### src/rtl/xmpl_cic_out.sv
// CIC output conditioning: rounding right-shift, signed saturation and a small
// valid/ready FIFO toward the next consumer, with sticky overflow/saturation status.
module xmpl_cic_out #(
  parameter int DEPTH = 4,
  parameter int OUT_W = 16
) (
  input  logic                       clk_i,
  input  logic                       reset_i,
  input  logic                       en_i,
  input  logic [31:0]                cic_c32_i,
  input  logic                       cic_vld_i,
  input  logic [4:0]                 shift_i,
  input  logic                       clr_sticky_i,
  output logic [OUT_W-1:0]           out_data_o,
  output logic                       out_valid_o,
  input  logic                       out_ready_i,
  output logic [$clog2(DEPTH):0]     fifo_lvl_o,
  output logic                       ovf_o,
  output logic                       sat_o,
  output logic [7:0]                 sat_cnt_o
);

  localparam int PW = $clog2(DEPTH);
  localparam int LW = PW + 1;
  localparam logic signed [32:0] SAT_MAX = (33'sd1 <<< (OUT_W - 1)) - 33'sd1;
  localparam logic signed [32:0] SAT_MIN = -(33'sd1 <<< (OUT_W - 1));

  // Stage 1 signals
  logic              accept;
  logic [4:0]        shift_eff;
  logic signed [32:0] x_ext;
  logic signed [32:0] round_bias;
  logic signed [32:0] rounded;
  logic              s1_vld;
  logic signed [32:0] s1_r;

  // Stage 2 / FIFO signals
  logic              sat_hi;
  logic              sat_lo;
  logic              sat_evt;
  logic [OUT_W-1:0]  wr_data;
  logic [OUT_W-1:0]  mem [DEPTH];
  logic [PW-1:0]     wr_ptr;
  logic [PW-1:0]     rd_ptr;
  logic [LW-1:0]     count;
  logic              full;
  logic              pop;
  logic              do_write;
  logic              drop;

  assign accept = cic_vld_i & en_i;

  // Rounding shift: clamp the shift to 16, add half an LSB of the result, then shift arithmetically.
  always_comb begin
    // NOTE: every signal gets a default first so no path leaves it unassigned (no latch).
    shift_eff  = (shift_i > 5'd16) ? 5'd16 : shift_i;
    x_ext      = {cic_c32_i[31], cic_c32_i};
    round_bias = '0;
    if (shift_eff != 5'd0) round_bias = 33'sd1 <<< (shift_eff - 5'd1);
    rounded    = (x_ext + round_bias) >>> shift_eff;
  end

  // Stage 1 register: rounded value and its valid flag.
  always_ff @(posedge clk_i) begin
    // NOTE: sequential state uses non-blocking assignments so all registers update together.
    if (reset_i) begin
      s1_vld <= 1'b0;
      s1_r   <= '0;
    end else begin
      s1_vld <= accept;
      if (accept) s1_r <= rounded;
    end
  end

  // Saturate the stage-1 result to OUT_W signed bits.
  always_comb begin
    sat_hi  = (s1_r > SAT_MAX);
    sat_lo  = (s1_r < SAT_MIN);
    sat_evt = s1_vld & (sat_hi | sat_lo);
    wr_data = s1_r[OUT_W-1:0];
    if (sat_hi)      wr_data = {1'b0, {(OUT_W-1){1'b1}}};
    else if (sat_lo) wr_data = {1'b1, {(OUT_W-1){1'b0}}};
  end

  // Push/pop decisions; a full FIFO still accepts a write when the head is popped the same cycle.
  always_comb begin
    full     = (count == LW'(DEPTH));
    pop      = out_valid_o & out_ready_i;
    do_write = s1_vld & (~full | pop);
    drop     = s1_vld & full & ~pop;
  end

  // FIFO storage, pointers and occupancy count.
  always_ff @(posedge clk_i) begin
    if (reset_i) begin
      // NOTE: storage is reset because the head is visible on out_data_o and must read 0 after reset.
      for (int i = 0; i < DEPTH; i++) mem[i] <= '0;
      wr_ptr <= '0;
      rd_ptr <= '0;
      count  <= '0;
    end else begin
      if (do_write) begin
        mem[wr_ptr] <= wr_data;
        wr_ptr      <= wr_ptr + PW'(1);
      end
      if (pop) rd_ptr <= rd_ptr + PW'(1);
      case ({do_write, pop})
        2'b10:   count <= count + LW'(1);
        2'b01:   count <= count - LW'(1);
        default: count <= count;
      endcase
    end
  end

  // Sticky status; a new event in the same cycle as a clear takes priority.
  always_ff @(posedge clk_i) begin
    if (reset_i) begin
      ovf_o     <= 1'b0;
      sat_o     <= 1'b0;
      sat_cnt_o <= '0;
    end else begin
      if (drop)              ovf_o <= 1'b1;
      else if (clr_sticky_i) ovf_o <= 1'b0;

      if (sat_evt)           sat_o <= 1'b1;
      else if (clr_sticky_i) sat_o <= 1'b0;

      if (clr_sticky_i)                         sat_cnt_o <= sat_evt ? 8'd1 : 8'd0;
      else if (sat_evt && sat_cnt_o != 8'd255)  sat_cnt_o <= sat_cnt_o + 8'd1;
    end
  end

  // Output view of the FIFO head.
  always_comb begin
    out_data_o  = mem[rd_ptr];
    out_valid_o = (count != '0);
    fifo_lvl_o  = count;
  end

endmodule
### config.mk
export PLATFORM = sky130hd
export DESIGN_NAME = xmpl_cic_out
export DESIGN_NICKNAME = d
export VERILOG_FILES = /design/src/rtl/xmpl_cic_out.sv
export SDC_FILE = /design/constraint.sdc
export NUM_CORES = 1
export LEC_CHECK = 0
export BUFFER_PORTS_ARGS = -buffer_cell sky130_fd_sc_hd__buf_2
export CAP_MARGIN = 15
export CORE_MARGIN = 2
export CORE_UTILIZATION = 29
export DETAILED_ROUTE_END_ITERATION = 8
export PLACE_DENSITY_LB_ADDON = 0.15
export RECOVER_POWER = 25
export SETUP_SLACK_MARGIN = 0.05
export SLEW_MARGIN = 10
export SYNTH_ARGS = -nofsm -noshare
export SYNTH_HDL_FRONTEND = slang
export SYNTH_SLANG_ARGS = --single-unit
### constraint.sdc
create_clock -name clk_i -period 4.69 [get_ports clk_i]
set_input_delay 0.2345 -clock clk_i [delete_from_list [all_inputs] [get_ports clk_i]]
set_output_delay 0.2345 -clock clk_i [all_outputs]
set_load 0.01 [all_outputs]
== Yosys cells after proc, flatten, opt, wreduce, memory -nomap -nowiden ==
Memory sizes are Yosys's and may differ from the RTL's. A register that Yosys moved wholly into a read port is not among the register bits.
Index checks and enable logic that the tools add are counted.
Operators by class
  $lt $le $gt $ge: 3
  $add $sub $neg: 7
  muxes and demuxes: 21
  equality and inequality tests: 4
  shifts and indexed selects: 2
  reduce and logical (&&, ||, !) cells: 8
  bitwise gates (word level): 10
Operators by type and width (number)
  $mux W16: 3
  $add A32 B33 Y33: 1
  $gt A33 B16 Y1 const B: 1
  $lt A33 B16 Y1 const B: 1
  $mux W33: 1
  $sshl A2 B5 Y33 const A: 1
  $sshr A33 B5 Y33: 1
  $mux W8: 2
  $reduce_or A16 Y1: 1
  $mux W1: 10
  $add A8 B1 Y8 const B: 1
  $ne A8 B8 Y1 const B: 1
  $reduce_bool A2 Y1: 4
  $and A1 B1 Y1: 6
  $mux W2: 3
  $pmux W3 S2: 1
  $gt A5 B5 Y1 const B: 1
  $mux W5: 1
  $reduce_bool A5 Y1: 1
  $sub A5 B1 Y5 const B: 1
  $add A2 B1 Y2 const B: 2
  $add A3 B1 Y3 const B: 1
  $eq A3 B3 Y1 const B: 1
  $reduce_bool A3 Y1: 1
  6 further kinds: 8
Storage, ports and cells
  output and inout port bits: 30
  memories kept: 1
  memory bits (writable): 64
  register bits after elaboration: 51
  input port bits: 43
  logic and storage cells: 64
Memory list
  mem: depth 4, width 16, read ports 1, clocked after memory_dff 1, wr ports 4, line 42  | logic [OUT_W-1:0] mem [DEPTH];

== Logic depth before layout (Yosys ltp) ==
  depth after elaboration: 9
  gate-level depth with buffers: 19
  gate-level depth less buffers: 16

== Least setup slack after synthesis ==
OpenSTA, ideal clock, no wires.
  path kind: in2reg
  start point: in shift_i[2]
  end point: reg s1_r[9]
  cell stages on the path: 17
  slack: 669 ps
  arrival: 3900 ps
  path buffers: 2
  data required time: 4568 ps
  library setup time: 122 ps
  cells stage by stage: clkinv_1 -> nor2_1 -> clkbuf_1 -> clkbuf_1 -> nor3_1 -> ha_1 -> fa_1 -> a211oi_1 -> o21a_1 -> o311a_1 -> o21ai_1 -> xor2_1 -> mux2_2 -> o221a_1 -> mux2_2 -> a221oi_1 -> nor2_1
On the way
  word-level cells in the longest chain between the ends: 7
  elaborated cells on any way between the ends: 8
  those cells by class: add/sub: 2; order compare: 1; shift: 2; mux: 2; reduce/logical: 1
Ends and longest elaborated chain
  from (decl): line 12  | input logic [4:0] shift_i,
  $gt A5 B5 Y1: line 56  | shift_eff = (shift_i > 5'd16) ? 5'd16 : shift_i;
  $mux W5 *: line 56
  $sub A5 B1 Y5: line 59  | if (shift_eff != 5'd0) round_bias = 33'sd1 <<< (shift_eff - 5'd1);
  $sshl A2 B5 Y33: line 59
  $mux W33: line 59
  $add A32 B33 Y33: line 60  | rounded = (x_ext + round_bias) >>> shift_eff;
  $sshr A33 B5 Y33 *: line 60
  to (signal assigned): line 71  | if (accept) s1_r <= rounded;
  to (decl): line 35  | logic signed [32:0] s1_r;
Every way passes the cells marked *; elsewhere a longest branch is shown, timed or not.
A chain may end at the register's enable or synchronous reset.

== Final worst setup path ==
  start point: in shift_i[3]
  end point: reg s1_r[15]
Same word-level chain as after synthesis.

==> summary.md <==
| Metric | Value |
|---|---|
| Final Max Slew Viols | 0 |
| Largest net degree at the start of global routing | 39 |
| Nets@finish | 1206 |
| Sequential element share of the synthesized area | 0.3395 |
| Die height | 178.1 um |
| Worst-Margin Slew | around 1000 ps |
| Number of global-route vias before repair | 8123 |
| Core outline area | 0.02972 sq mm |
| Diodes inserted | 0 |
| Async SR Flop Fraction | 0 |
| Min-delay worst type | in -> reg |
| CTS H-tree depth | 4 |
| Chip width | approximately 180 um |
| Max_cap viols | 0 |
| Final ANT Viol Nets | 0 |
| Port buffer count | 72 |
| Met3 usage | 0.02877 |
| Synth area leaders | edfxtp_1 (22%), dfxtp_1 (12%), nor2_1 (7.2%) |
| Fin crit share | 0.9135 |
| Post-CTS sizing | 0 |
| Worst R2R Start | s1_r[16] |
| TritonCTS clock tree | done |
| Flop pwr share | 0.329 |
| Critical-path cell list | buf_2, clkinv_1, nor2_1, buf_4, nand2_1, buf_4, nor2_1, ha_1, a21oi_1, o21ai_0, a211oi_1, nor2_1, xnor2_1, o21ai_0, mux2i_1, o21ai_0, a21oi_1, a21oi_1 |
| CTS max path bufs | 2 |
| Met1 usage | 0.2469 |
| Mapped Area | 0.008787 sq mm |
| Critical path buffer and inverter count | 4 |
| Sink Count | 117 |
| Required time worst endpoint | 4970 ps |
| Hold depth | 2 |
| Yosys top cell area share | 0.2187 |
| Crit start category | input port |
| Clock share of power | 0.366 |
| Tmin final | 4284 ps |
| TritonRoute pass-1 iters | 5 |
| First-pass GRT wire length | 46180 um |
| Mux cell area share after synthesis | 0.08059 |
| Sw Pwr | 0.001209 W |
| Logic pwr share | 0.305 |
| Primary FF master, synth | edfxtp_1 |
| Unrepaired setup endpoints after global routing | no |
| CTS root buf | clkbuf_16 |
| R2R Setup Slk | 1740 ps |
| Detailed placer's ending HPWL | 22340 um |
| Cells after Synth | 1039 |
| Reg2reg end | sat_cnt_o[5] |
| Crit. End Element | flip-flop |
| Crit path max-delay family | compound AO/OA/AOI/OAI gates |
| Fraction of layout cells with a size suffix above 1 | 0.1632 |
| Sw Share | 0.3283 |
| Overall Power | 0.003684 W |
| Met2 Usage GRT | 0.3141 |
| Routability congestion estimate | 0.9153 |
| Yosys top cell by area | edfxtp_1 |
| Clock-pin transition on the worst setup and hold timing paths | approximately 60 ps |
| Routed wire length | 29040 um |
| Crit path DAT | 4570 ps |
| Layout area overhead | 17.76% |
| GR peak layer | met2 |
| Synth Area in Adders | 0.05154 |
| Most numerous cell in the Yosys netlist | nor2_1 |
| Simple-Gate Fraction of Synth Area | 0.2147 |
| Netlist cell types | 90 |
| Average size of a mapped cell | 8.457 sq um |
| Critical path's slowest cell | a211oi_1 |
| Cell-internal power | 0.002474 W |
| Slew headroom | 0.3063 |
| Io pins | 73 |
| Top achievable clock speed | 0.2334 GHz |
| PwrDens | around 360 mW/mm^2 |
| Outcome | complete, no violations |
| Clock skew | 9.247 ps |
| Post-CTS Hold Fix Bufs | 0 |
| Row Count | 63 |
| Grt total ovfl | 0 |
| Initial Utilization | 0.2957 |
| Largest family of logic cells by synthesized area | compound AO/OA/AOI/OAI gates |
| Synth cell count leaders | nor2_1 (169), nand2_1 (121), edfxtp_1 (64) |
| Compound-Gate Fraction of Synth Area | 0.2368 |
| CP Class | in -> reg |
| Wire per inst | 18.98 um |
| Hold EP | sat_cnt_o[0] |
| VDD IR max | 0.0002243 V |
| Num CTS Buffers | 17 |
| Hold Vio Cnt, Final | 0 |
| Post-CTS setup buffers | 0 |
| EDFF count, synth | 64 |
| R2R cell count | 9 |
| Via count | 8271 |
| CP peak stage delay | 650 ps |
| Crit-path max FO | 11 |
| Yosys warnings | 0 |
| # setup viols final | 0 |
| Setup tns final | 0 ps |
| Worst-skew pair later-pin latency | 420 ps |
| Die area | approximately 0.032 sq mm |
| Initial antenna violation count | 0 |
| Post-synthesis register bit count | 117 |
| Iteration-0 DRC Markers | approximately 640 |
| Via/cell ratio | 5.406 |
| Lkg Pwr | 3.996 nW |
| Gr usage total | 0.1871 |
| Drt drc | 0 |
| HP Start | clr_sticky_i |
| XOR/XNOR Fraction of Synth Area | 0.04044 |
## logic make-up after synthesis
| kind of cell | after synthesis |
|---|---|
| xor gates and xnor gates | 38 |
| buffers and inverters | 77 |
| DFF | 117 |
| muxes | 46 |
| other | 1 |
| adders and majority gates | 35 |
| and+or+nand+nor | 422 |
| AOI/OAI and AO/OA | 303 |
## layout make-up
cell class / count / area [sq um]
clock inverter: 14 / 186.4
tap: 390 / 488.0
inverter: 15 / 56.30
clock buffer: 17 / 425.4
fill: 3122 / 19370
sequential: 117 / 2983
multi-input combinational: 860 / 5549
timing repair buffer: 117 / 659.4
## worst register-to-register path, stage by stage, from the launching register on
cell and delay (ps):
dfxtp_1 390, nor4_1 80, nand4_1 100, nor4_1 50
nor2_1 610, o21ai_0 350, a31oi_1 520, nand4_1 280
or3_1 370, a21oi_1 140
## sequential cells by signal (all words and copies together) (netlist names), named ones only
register	cells
s1_vld	1
fifo_lvl_o	3
sat_cnt_o	8
wr_ptr	2
s1_r	33
sat_o	1
mem	64
ovf_o	1
rd_ptr	2
## worst max path at each step
stage,start,to,slack [ps],cells past startpoint
global placement,shift_i[3],s1_r[22],120,18
CTS,shift_i[3],s1_r[22],650,18
global route,shift_i[3],s1_r[21],140,18
finish,shift_i[3],s1_r[15],410,18
floorplan,shift_i[2],s1_r[9],670,17
detailed placement,shift_i[3],s1_r[22],230,18
## power groups by stage
stage          sequential (W)  clock [W]  combinational [W]
6_report              0.00121    0.00135            0.00112
5_1_grt               0.00122    0.00142            0.00124
4_1_cts               0.00121    0.00137            0.00112
3_5_place_dp          0.00123          0            0.00112
3_3_place_gp          0.00123          0            0.00112
2_1_floorplan         0.00122          0           0.000779
## routing by layer
| layer | part of all wire | vias up |
|---|---|---|
| met5 | 0 | - |
| met4 | 0.020 | 0 |
| met3 | 0.045 | 38 |
| met2 | 0.48 | 237 |
| met1 | 0.46 | 3952 |
| li1 | - | 4044 |
## stage by stage
stage / utilization / hold slack, ps / setup slack [ps] / instance area, sq um / cells
2_1_floorplan: - / 330.1 / 668.8 / 8843 / 1054
3_3_place_gp: 0.3289 / 459.0 / 119.9 / 9774 / 1499
3_5_place_dp: 0.3289 / 462.3 / 225.9 / 9774 / 1499
4_1_cts: 0.3495 / 44.13 / 649.2 / 10390 / 1530
5_1_grt: 0.3482 / 69.58 / 142.8 / 10350 / 1530
6_report: 0.3482 / 59.75 / 405.8 / 10350 / 1530
## cells in the final DEF, fill, tap and decap left out, types with 21 or more instances in the layout
cell and n:
nor3_1 24, ha_1 33, edfxtp_1 64, xnor2_1 21, buf_2 50, buf_4 42, a21oi_1 62, clkbuf_1 25
nand3_1 31, dfxtp_1 53, nor2_1 168, a211oi_1 25, o21ai_1 21, nand2_1 121, o21ai_0 54
Note: power is estimated with default switching activity, not from simulation.
